===== config.mk =====
export PLATFORM = sky130hd
export DESIGN_NAME = pd_match_controller
export DESIGN_NICKNAME = d
export VERILOG_FILES = /design/src/rtl/pd_match_controller.sv
export SDC_FILE = /design/constraint.sdc
export NUM_CORES = 1
export LEC_CHECK = 0
export ABC_AREA = 1
export BUFFER_PORTS_ARGS = -buffer_cell sky130_fd_sc_hd__buf_2
export CORE_MARGIN = 2
export CORE_UTILIZATION = 47
export CTS_CLUSTER_DIAMETER = 80
export DETAILED_ROUTE_END_ITERATION = 10
export PLACE_DENSITY = 0.67
export SYNTH_ARGS = -nofsm -noshare
export SYNTH_HDL_FRONTEND = slang
export SYNTH_SLANG_ARGS = --single-unit
export TNS_END_PERCENT = 20

===== constraint.sdc =====
create_clock -name clk -period 2.17 [get_ports clk]
set_clock_uncertainty 0.1 [all_clocks]
set_input_delay 0.1085 -clock clk [delete_from_list [all_inputs] [get_ports clk]]
set_output_delay 0.1085 -clock clk [all_outputs]
set_load 0.02 [all_outputs]

===== src/rtl/pd_match_controller.sv =====
// pd_match_controller: runs one iterated Prisoner's Dilemma match between two player blocks.
// Each round requests a move from both players, collects both action bits, and forces a
// defect on timeout. It then scores the round with saturation and broadcasts the outcome.
module pd_match_controller #(
    parameter int unsigned ROUNDS  = 200,
    parameter int unsigned SCORE_W = 32,
    parameter int unsigned TIMEOUT = 16,
    parameter int unsigned PAY_T   = 5,
    parameter int unsigned PAY_R   = 3,
    parameter int unsigned PAY_P   = 1,
    parameter int unsigned PAY_S   = 0
) (
    input  logic                        clk,
    input  logic                        reset,
    input  logic                        start,
    input  logic                        abort,
    output logic                        step_req,
    input  logic                        act_valid_A,
    input  logic                        act_valid_B,
    input  logic                        act_A,
    input  logic                        act_B,
    output logic                        fb_valid,
    output logic                        fb_A,
    output logic                        fb_B,
    output logic [SCORE_W-1:0]          score_A,
    output logic [SCORE_W-1:0]          score_B,
    output logic [$clog2(ROUNDS+1)-1:0] round_cnt,
    output logic                        busy,
    output logic                        done,
    output logic                        timeout_err
);

    localparam int unsigned CNT_W  = $clog2(ROUNDS + 1);
    localparam int unsigned WAIT_W = $clog2(TIMEOUT + 1);

    localparam logic [CNT_W-1:0]   LAST_ROUND = CNT_W'(ROUNDS);
    localparam logic [WAIT_W-1:0]  WAIT_LAST  = WAIT_W'(TIMEOUT - 1);
    localparam logic [SCORE_W-1:0] P_T        = SCORE_W'(PAY_T);
    localparam logic [SCORE_W-1:0] P_R        = SCORE_W'(PAY_R);
    localparam logic [SCORE_W-1:0] P_P        = SCORE_W'(PAY_P);
    localparam logic [SCORE_W-1:0] P_S        = SCORE_W'(PAY_S);

    typedef enum logic [2:0] {
        StIdle,
        StReq,
        StCollect,
        StScore,
        StFb,
        StDone
    } state_e;

    state_e              state_q, state_d;
    logic [SCORE_W-1:0]  score_a_q, score_a_d;
    logic [SCORE_W-1:0]  score_b_q, score_b_d;
    logic [CNT_W-1:0]    round_q, round_d;
    logic [WAIT_W-1:0]   wait_q, wait_d;
    logic                got_a_q, got_a_d;
    logic                got_b_q, got_b_d;
    logic                act_a_q, act_a_d;
    logic                act_b_q, act_b_d;
    logic                fb_a_q, fb_a_d;
    logic                fb_b_q, fb_b_d;
    logic                to_err_q, to_err_d;
    logic [SCORE_W-1:0]  pay_a, pay_b;

    function automatic logic [SCORE_W-1:0] sat_add(input logic [SCORE_W-1:0] s,
                                                   input logic [SCORE_W-1:0] p);
        logic [SCORE_W:0] sum;
        sum = {1'b0, s} + {1'b0, p};
        return sum[SCORE_W] ? {SCORE_W{1'b1}} : sum[SCORE_W-1:0];
    endfunction

    // Payoff lookup for the latched pair of actions (0 = cooperate, 1 = defect).
    always_comb begin
        pay_a = P_P;
        pay_b = P_P;
        unique case ({act_a_q, act_b_q})
            2'b00: begin pay_a = P_R; pay_b = P_R; end
            2'b01: begin pay_a = P_S; pay_b = P_T; end
            2'b10: begin pay_a = P_T; pay_b = P_S; end
            default: begin pay_a = P_P; pay_b = P_P; end
        endcase
    end

    // Next-state logic: match sequencing, action capture, timeout forfeit and scoring.
    always_comb begin
        state_d   = state_q;
        score_a_d = score_a_q;
        score_b_d = score_b_q;
        round_d   = round_q;
        wait_d    = wait_q;
        got_a_d   = got_a_q;
        got_b_d   = got_b_q;
        act_a_d   = act_a_q;
        act_b_d   = act_b_q;
        fb_a_d    = fb_a_q;
        fb_b_d    = fb_b_q;
        to_err_d  = to_err_q;

        unique case (state_q)
            StIdle, StDone: begin
                // abort beats start; it only has a visible effect out of DONE
                if (abort) begin
                    state_d = StIdle;
                end else if (start) begin
                    state_d   = StReq;
                    score_a_d = '0;
                    score_b_d = '0;
                    round_d   = '0;
                    to_err_d  = 1'b0;
                    got_a_d   = 1'b0;
                    got_b_d   = 1'b0;
                    act_a_d   = 1'b0;
                    act_b_d   = 1'b0;
                    wait_d    = '0;
                end
            end
            StReq: begin
                state_d = abort ? StIdle : StCollect;
            end
            StCollect: begin
                if (abort) begin
                    state_d = StIdle;
                end else begin
                    // only the first strobe per player per round is kept
                    if (act_valid_A && !got_a_q) begin
                        got_a_d = 1'b1;
                        act_a_d = act_A;
                    end
                    if (act_valid_B && !got_b_q) begin
                        got_b_d = 1'b1;
                        act_b_d = act_B;
                    end
                    wait_d = wait_q + 1'b1;
                    if (got_a_d && got_b_d) begin
                        state_d = StScore;
                    end else if (wait_q == WAIT_LAST) begin
                        // silent player forfeits the round as a defect
                        if (!got_a_d) begin
                            got_a_d = 1'b1;
                            act_a_d = 1'b1;
                        end
                        if (!got_b_d) begin
                            got_b_d = 1'b1;
                            act_b_d = 1'b1;
                        end
                        to_err_d = 1'b1;
                        state_d  = StScore;
                    end
                end
            end
            StScore: begin
                if (abort) begin
                    state_d = StIdle;
                end else begin
                    score_a_d = sat_add(score_a_q, pay_a);
                    score_b_d = sat_add(score_b_q, pay_b);
                    round_d   = round_q + 1'b1;
                    // each player is told what its opponent played
                    fb_a_d    = act_b_q;
                    fb_b_d    = act_a_q;
                    state_d   = StFb;
                end
            end
            StFb: begin
                if (abort) begin
                    state_d = StIdle;
                end else if (round_q == LAST_ROUND) begin
                    state_d = StDone;
                end else begin
                    state_d = StReq;
                    got_a_d = 1'b0;
                    got_b_d = 1'b0;
                    act_a_d = 1'b0;
                    act_b_d = 1'b0;
                    wait_d  = '0;
                end
            end
            default: begin
                state_d = StIdle;
            end
        endcase
    end

    // State and datapath registers.
    always_ff @(posedge clk or negedge reset) begin
        if (!reset) begin
            state_q   <= StIdle;
            score_a_q <= '0;
            score_b_q <= '0;
            round_q   <= '0;
            wait_q    <= '0;
            got_a_q   <= 1'b0;
            got_b_q   <= 1'b0;
            act_a_q   <= 1'b0;
            act_b_q   <= 1'b0;
            fb_a_q    <= 1'b0;
            fb_b_q    <= 1'b0;
            to_err_q  <= 1'b0;
        end else begin
            state_q   <= state_d;
            score_a_q <= score_a_d;
            score_b_q <= score_b_d;
            round_q   <= round_d;
            wait_q    <= wait_d;
            got_a_q   <= got_a_d;
            got_b_q   <= got_b_d;
            act_a_q   <= act_a_d;
            act_b_q   <= act_b_d;
            fb_a_q    <= fb_a_d;
            fb_b_q    <= fb_b_d;
            to_err_q  <= to_err_d;
        end
    end

    // Status and strobe outputs decoded from the state register.
    always_comb begin
        step_req    = (state_q == StReq);
        fb_valid    = (state_q == StFb);
        busy        = (state_q != StIdle) && (state_q != StDone);
        done        = (state_q == StDone);
        fb_A        = fb_a_q;
        fb_B        = fb_b_q;
        score_A     = score_a_q;
        score_B     = score_b_q;
        round_cnt   = round_q;
        timeout_err = to_err_q;
    end

endmodule


Word level (Yosys, flattened, before mapping) --
Index checks and enable logic that the tools add are counted. W data, S select, Z words.
Word-level totals: bits in registers 87, input bits 8, output and inout port bits 79, word-level logic and storage cells 119
Cells by class: add/sub/neg operators 4, eq/ne operators 20, multiplexer cells 64, bitwise gates (word level) 1, reductions and logical operators 18
Operators by type and width (number):
- $mux W32 | 6
- $pmux W32 S2 | 2
- $add A32 B32 Y33 | 2
- $mux W1 | 29
- $mux W5 | 5
- $mux W3 | 8
- $mux W8 | 3
- $pmux W3 S3 | 2
- $ne A2 B2 Y1 const B | 8
- $pmux W8 S2 | 1
- $pmux W3 S5 | 1
- $pmux W5 S3 | 1
- $pmux W1 S3 | 4
- $reduce_and A6 Y1 | 2
- $add A8 B1 Y8 const B | 1
- $eq A8 B8 Y1 const B | 1
- $eq A3 B2 Y1 const B | 2
- $eq A3 B3 Y1 const B | 2
- $ne A3 B3 Y1 const B | 2
- $reduce_bool A3 Y1 | 2
- $add A5 B1 Y5 const B | 1
- $eq A5 B4 Y1 const B | 1
- $logic_and A1 B1 Y1 | 4
- $ne A4 B4 Y1 const B | 1
- other kinds (13) | 16

Depth between registers and ports, before layout --
Gate-level depths: netlist of the first run.
depth after elaboration 10, gate-level depth with buffers 16

Least setup slack after synthesis of the first run --
OpenSTA, ideal clock, no wires.
path kind register to register, from reg act_b_q, to reg score_a_q[16], in the netlist score_A[16], library setup time 0.117 ns, arrival 1.792 ns, required time 1.953 ns, slack 0.161 ns, stages on the path, launching flop included 15, cell sequence dfrtp_1 -> inv_1 -> nor2_1 -> inv_1 -> ha_1 -> ha_1 -> inv_1 -> nand2_4 -> nand3_2 -> nand2_4 -> nand4_4 -> buf_6 -> nand3_1 -> nand2_1 -> nand2_1
On the way: word-level cells in the longest chain between the ends 6
Ends and longest elaborated chain:
- start: declaration | RTL line 60 | logic act_b_q, act_b_d;
- start signal: assignment | RTL line 209 | act_b_q <= act_b_d;
- $eq A2 B2 Y1 (tied with other cells) | RTL line 77 | unique case ({act_a_q, act_b_q})
- $pmux W3 S3 * | RTL line 77
- $add A32 B32 Y33 * | RTL line 69 | sum = {1'b0, s} + {1'b0, p};
- $mux W32 * | RTL line 70 | return sum[SCORE_W] ? {SCORE_W{1'b1}} : sum[SCORE_W-1:0];
- $mux W32 * | RTL line 153 | if (abort) begin
- $pmux W32 S2 * | RTL line 100 | unique case (state_q)
- end signal: assignment | RTL line 202 | score_a_q <= score_a_d;
- end: declaration | RTL line 53 | logic [SCORE_W-1:0] score_a_q, score_a_d;
Every way passes the cells marked *; elsewhere a longest branch is shown, timed or not. The select of a mux whose other input is x is not followed. A chain may end at the register's enable or synchronous reset.

Final worst setup path of the first run --
from reg act_a_q, to reg score_a_q[20], in the netlist score_A[20]
On the way: word-level cells in the longest chain between the ends 6
Ends and longest elaborated chain:
- start: declaration | RTL line 59 | logic act_a_q, act_a_d;
- start signal: assignment | RTL line 208 | act_a_q <= act_a_d;
- $eq A2 B2 Y1 (tied with other cells) | RTL line 77
- $pmux W3 S3 * | RTL line 77
- $add A32 B32 Y33 * | RTL line 69
- $mux W32 * | RTL line 70
- $mux W32 * | RTL line 153
- $pmux W32 S2 * | RTL line 100
Marked as above.

==> results of run 1 <==
==> state kept, by name, summed over array words and instances, names as in the netlist <==
name         cells
act_a_q          1
act_b_q          1
fb_A             1
fb_B             1
got_a_q          1
got_b_q          1
round_cnt        8
score_A         32
score_B         32
state_q          3
timeout_err      1
wait_q           5
==> worst max-delay path by stage <==
| stage | startpoint | endpoint | cells past startpoint |
|---|---|---|---|
| CTS | act_b_q | score_B[7] | 13 |
| global placement | act_b_q | score_B[23] | 13 |
| detailed placement | act_b_q | score_B[23] | 13 |
| global route | act_a_q | score_A[20] | 18 |
| finish | act_a_q | score_A[20] | 18 |
| floorplan | act_b_q | score_A[16] | 14 |
==> final cells by class <==
cell class / instances / area (sq um) / share of cell area
clock buffers: 11 / 243 / 0.0308
clock inverters: 5 / 129 / 0.0164
inverters: 113 / 427 / 0.0541
multi-input cells: 731 / 3700 / 0.470
flip-flops and latches: 87 / 2180 / 0.277
well taps: 176 / 220 / 0.0279
repair buffers: 142 / 978 / 0.124
==> worst register-to-register path, delay by kind of cell (launching register included) <==
kind | cells | cell delay, ps
fa+ha+maj | 1 | 170
flops | 1 | 440
buf+inv | 6 | 510
simple gates | 11 | 770
==> timing repair <==
action	CTS	global route
setup endpoints to repair	7	63
hold buffers	6	1
setup buffers	0	8
cloned	0	1
resized for setup	4	60
hold endpoints to repair	38	1
pin swaps	0	16
==> power by group <==
group,switching [mW],internal [mW],leakage [nW]
registers,0.124,1.75,1.20
logic,1.20,0.680,2.74
clock network,0.665,1.28,0.180
==> cell families after synthesis <==
group / Yosys count
DFF: 87
adders and majority gates: 10
xor gates and xnor gates: 16
and+or+nand+nor: 640
AOI/OAI and AO/OA: 64
buffers and inverters: 139
==> per-stage QoR <==
stage / hold slack, ps / std cells / power, mW / worst slack, ps / util
detailed placement: 16.3 / 1234 / 3.58 / -14.1 / 0.545
global placement: 7.78 / 1234 / 3.58 / 11.3 / 0.545
CTS: 54.9 / 1256 / 5.56 / 8.27 / 0.580
global route: 140 / 1265 / 6.02 / -79.5 / 0.600
finish: 72.3 / 1265 / 5.70 / 51.1 / 0.600
floorplan: -287 / 956 / 3.01 / 161 / -
==> cell usage in the layout (no fill, tap or decap), drive strengths merged, types with 3 or more instances in the layout <==
| cell | n |
|---|---|
| nand2 | 385 |
| bufinv | 4 |
| buf | 136 |
| o21ai | 42 |
| xor2 | 13 |
| nand3 | 88 |
| a21oi | 15 |
| nand4 | 39 |
| a31oi | 3 |
| clkbuf | 11 |
| nor3 | 17 |
| or2 | 9 |
| nand3b | 9 |
| nor2 | 92 |
| dfrtp | 87 |
| dlygate4sd3 | 6 |
| ha | 10 |
| xnor2 | 3 |
| inv | 113 |
==> metal layers <==
metal	wire, microns	up-vias	GRT usage	share of wire
met2	8150	198	0.404	0.44
met4	310	0	0.0890	0.017
met5	0	-	0	0
li1	-	3305	-	-
met3	1260	24	0.0542	0.068
met1	8720	3065	0.369	0.47
==> metrics.cfg, run 1 <==
[logic_synthesis]
muxShareOfSynthArea=0
ys_top_cells_by_area=dfrtp_1 35%, nand2_1 22%, nand3_1 6.2%, inv_1 6.1%, nor2_1 5.1%
synth-simple-area-share=0.459
synth_area_sq_um=6280
seq_area_frac_synth=0.347
postSynthCellCount=956
synth-seq-cells=87
synth_fa_ha_area_frac=0.0199
async_flop_share=1.00
synthTopCellsByCount=372 x nand2_1, 102 x inv_1, 87 x dfrtp_1
synth_top_area_cell=dfrtp_1
yosysUniqueCellTypes=39
synth-xor-area-share=0.0223
syn_area_per_cell_sq_um=6.57
synth.most_common_cell=nand2_1
synth-edff-count=0
synth_compound_area_frac=0.0574
synth_top_cell_area_share=0.347
ys.warnings.count=0
ys.flop_type=dfrtp_1
synth.net_count=974
synth_top_family_by_area=simple AND/OR/NAND/NOR gates

[timing]
period_minus_slack_ps=2120
clock.fmax_mhz=472
setup_viol=0
fin_setup_tns_ps=0
post-route-period-util=0.976
hold_viol=0
worst_pin_slew_ps=551
rsz0062_at_grt=true
slew_violations=0
relSlewSlack=0.630

[critical_path]
r2r-end=score_A[20]
end_kind=flop
r2r_start=act_a_q
path_buf_inv=6
rr_worst_depth=18
crit_fanout=6
cpMaxStageDelayCell=dfrtp_2
r2r_setup_slack_ps=50
crit_type=flop to flop
cp.required_ps=2320
cp-start-kind=flop
max_stage_delay_ps=440
critical_path.top_delay_family=simple AND/OR/NAND/NOR gates
crit_chain=inv_2 -> buf_6 -> nand2_8 -> nand2_4 -> inv_2 -> nor2_2 -> ha_2 -> inv_2 -> nand2_4 -> nand3_4 -> nand2_4 -> buf_6 -> buf_12 -> nand3_2 -> nand2_1 -> nand3_1 -> nand2_1 -> nand2_1
crit_arrival_ps=2270

[global_route]
grt_max_degree=38
grt_pass1_vias=6045
antenna_found_initial=0
grt_pass1_wl_microns=30100
track_usage=0.263
overflow=0

[min_path]
min_to=state_q[2]
min_path_type=input pin to flop
whs_path_depth=5
hp-start=start

[status]
status=complete, no violations

[placed_design]
portBuffers=86
dp_hpwl_microns=13600
placed_cell_area_sq_um=7170
gp_congestion=0.928

[floorplan]
fp.dieW_microns=120
die_height_microns=120
die_area_sq_um=14300
coreArea_sq_um=13100
num_rows=42
start_util=0.478
io_pins=87

[finish]
syn2layout_area_growth_pct=25.5
num_antenna_cells=0
fin_nets=1102
nFillCells=1270
stdcell_area_sq_um=7880
drive_gt1_frac=0.223

[drt]
routed_via_density=5.21
drc=0
first_iter_violations=434
totalWireLength_microns=18400
wl_per_cell_microns=14.6
postRouteAntennaNets=0
vias=6592
dr.pass1.iters=5

[cts]
clock_latency_ps=350
cts_root_buf=clkbuf_16
h-tree-depth=3
cts_tree=done
cts.sinks=87
clk_pin_slew_ps=60
cts_max_path_buffers=2
cts_made_buffers=9

[pwr]
peakVddDrop_v=0.000509
powerDensity_nw_per_um2=723
p_leak_nw=4.12

[flow_run]
drv_cap=0

No activity file was read; power rests on OpenSTA's default activity.
==> inputs of run 2 (changes only) <==
--- a/config.mk
+++ b/config.mk
@@ -6,12 +6,14 @@
 export NUM_CORES = 1
 export LEC_CHECK = 0
 export ABC_AREA = 1
-export BUFFER_PORTS_ARGS = -buffer_cell sky130_fd_sc_hd__buf_2
+export BUFFER_PORTS_ARGS = -buffer_cell sky130_fd_sc_hd__buf_4
+export CELL_PAD_IN_SITES_DETAIL_PLACEMENT = 0
+export CELL_PAD_IN_SITES_GLOBAL_PLACEMENT = 1
 export CORE_MARGIN = 2
-export CORE_UTILIZATION = 47
+export CORE_UTILIZATION = 41
 export CTS_CLUSTER_DIAMETER = 80
 export DETAILED_ROUTE_END_ITERATION = 10
-export PLACE_DENSITY = 0.67
+export PLACE_DENSITY_LB_ADDON = 0.1
 export SYNTH_ARGS = -nofsm -noshare
 export SYNTH_HDL_FRONTEND = slang
 export SYNTH_SLANG_ARGS = --single-unit
==> run 2 against run 1 <==
Against the previous run:
- total power fell by 3.9%
- cell area rose by 5.4%
- hold slack improved by 5.7 ps
- clock-buffer cell count rose by 2
- non-clock buffer count rose by 23
- critical path depth fell by 3
- routed wire length rose by 8.9%
- sequential cell count did not move
- sequential share of layout area fell by 1.4 points
- maximum frequency fell by 0.95%
- combinational power rose by 9%
- utilization fell by 5.0 points
==> metrics.cfg, run 2 (synthesis gave the netlist of run 1 again) <==
[timing]
holdWs_ps=78.1
layout_setup_ws_ps=30.8
relSlewSlack=0.557
worst_pin_slew_ps=664
hold_viol=0
rsz0062_at_grt=true
period_minus_slack_ps=2140
setup_viol=0
fin_setup_tns_ps=0
post-route-period-util=0.986
slew_violations=0
clock.fmax_mhz=467

[cts]
cts_made_buffers=9
clock_latency_ps=360
cts_tree=done
cts_max_path_buffers=2
clk_pin_slew_ps=60
cts.sinks=87
cts_root_buf=clkbuf_16
h-tree-depth=3

[floorplan]
die_height_microns=128
die_area_sq_um=16300
coreArea_sq_um=15100
fp.dieW_microns=128
num_rows=45
io_pins=87
start_util=0.416

[pwr]
p_leak_nw=4.28
peakVddDrop_v=0.000696
powerDensity_nw_per_um2=660

[drt]
wl_per_cell_microns=15.5
vias=6631
first_iter_violations=550
dr.pass1.iters=5
postRouteAntennaNets=0
totalWireLength_microns=20100
drc=0
routed_via_density=5.10

[min_path]
whs_path_depth=5
min_path_type=input pin to flop

[critical_path]
rr_worst_depth=15
cp-start-kind=flop
end_kind=flop
crit_arrival_ps=2330
cp.required_ps=2360
crit_fanout=7
crit_type=flop to flop

[finish]
fin_nets=1124
fin_util=0.550
num_antenna_cells=0
final_cell_mix=359 x nand2_1, 142 x buf_4, 95 x inv_1
drive_gt1_frac=0.246
stdcell_area_sq_um=8300
layout_commonest_cell=nand2_1
syn2layout_area_growth_pct=32.2

[placed_design]
gp_congestion=0.926
dp_slack_ps=-31.6
placed_cell_area_sq_um=7580
portBuffers=86
dp_hpwl_microns=14400

[global_route]
grt_max_degree=57
antenna_found_initial=0
overflow=0
grt_pass1_wl_microns=31900
track_usage=0.246
grt_pass1_vias=6019

[status]
status=complete, no violations

[flow_run]
drv_cap=0

## run 2: cell types whose count changed in the layout (fill, tap and decap cells not counted), sizes merged
cell      previous run  this run
clkinvlp             0         1
bufinv               4         0
clkinv               1         2
a21oi               15        14
clkbuf              11        16
buf                136       156
## run 2: power by group
group	switching (mW)	internal, mW
sequential	0.148	1.75
clock	0.698	0.838
combinational	1.22	0.822
total	2.07	3.41
## run 2: layer usage
layer / share of wire / wire [microns] / global-route usage
met5: 0 / 0 / 0
met4: 0.011 / 218 / 0.0575
met3: 0.044 / 882 / 0.0296
met2: 0.44 / 8890 / 0.375
met1: 0.50 / 10100 / 0.373
## run 2: final cells by class
class / instances / area [sq um]
Inverter: 113 / 427
Clock inverter: 3 / 17.5
Tap cell: 188 / 235
Multi-Input combinational cell: 730 / 3740
Sequential cell: 87 / 2180
Timing Repair Buffer: 165 / 1450
Clock buffer: 13 / 260
Fill cell: 1571 / 6790
## run 2: worst paths after layout
path                       startpoint          end  slack, ps
min in group asynchronous       reset  score_A[24]        230
min                             start   state_q[2]         80
max reg2reg                   act_a_q  score_B[18]         30
max                           act_a_q  score_B[18]         30
min reg2reg                 wait_q[4]    wait_q[4]        390
max in group asynchronous       reset      got_b_q       1110
## run 2: timing repair
item	CTS	global route
cloned	0	4
buffers inserted	0	9
gates resized for setup	2	63
endpoints found under the hold margin	48	0
pin swaps	0	22
hold buffers	6	0
endpoints found under the setup margin	7	64
## run 2: metrics by stage
stage,total power [mW],std cells
global route,5.77,1299
detailed placement,3.74,1264
global placement,3.75,1264
finish,5.48,1299
floorplan,3.01,956
CTS,5.30,1286
## run 2: critical path, cell delays in order, from the launching register on
cell       delay, ps
dfrtp_2          450
inv_4            100
nand2_4           80
nand2_2           90
inv_2             40
nor2_2            90
ha_2             180
inv_2             40
nand2_4           70
nand3_4           90
nand2_8          120
nand4_4          190
clkbuf_16        230
nand3_1           80
nand2_1           50
nand2_1           60
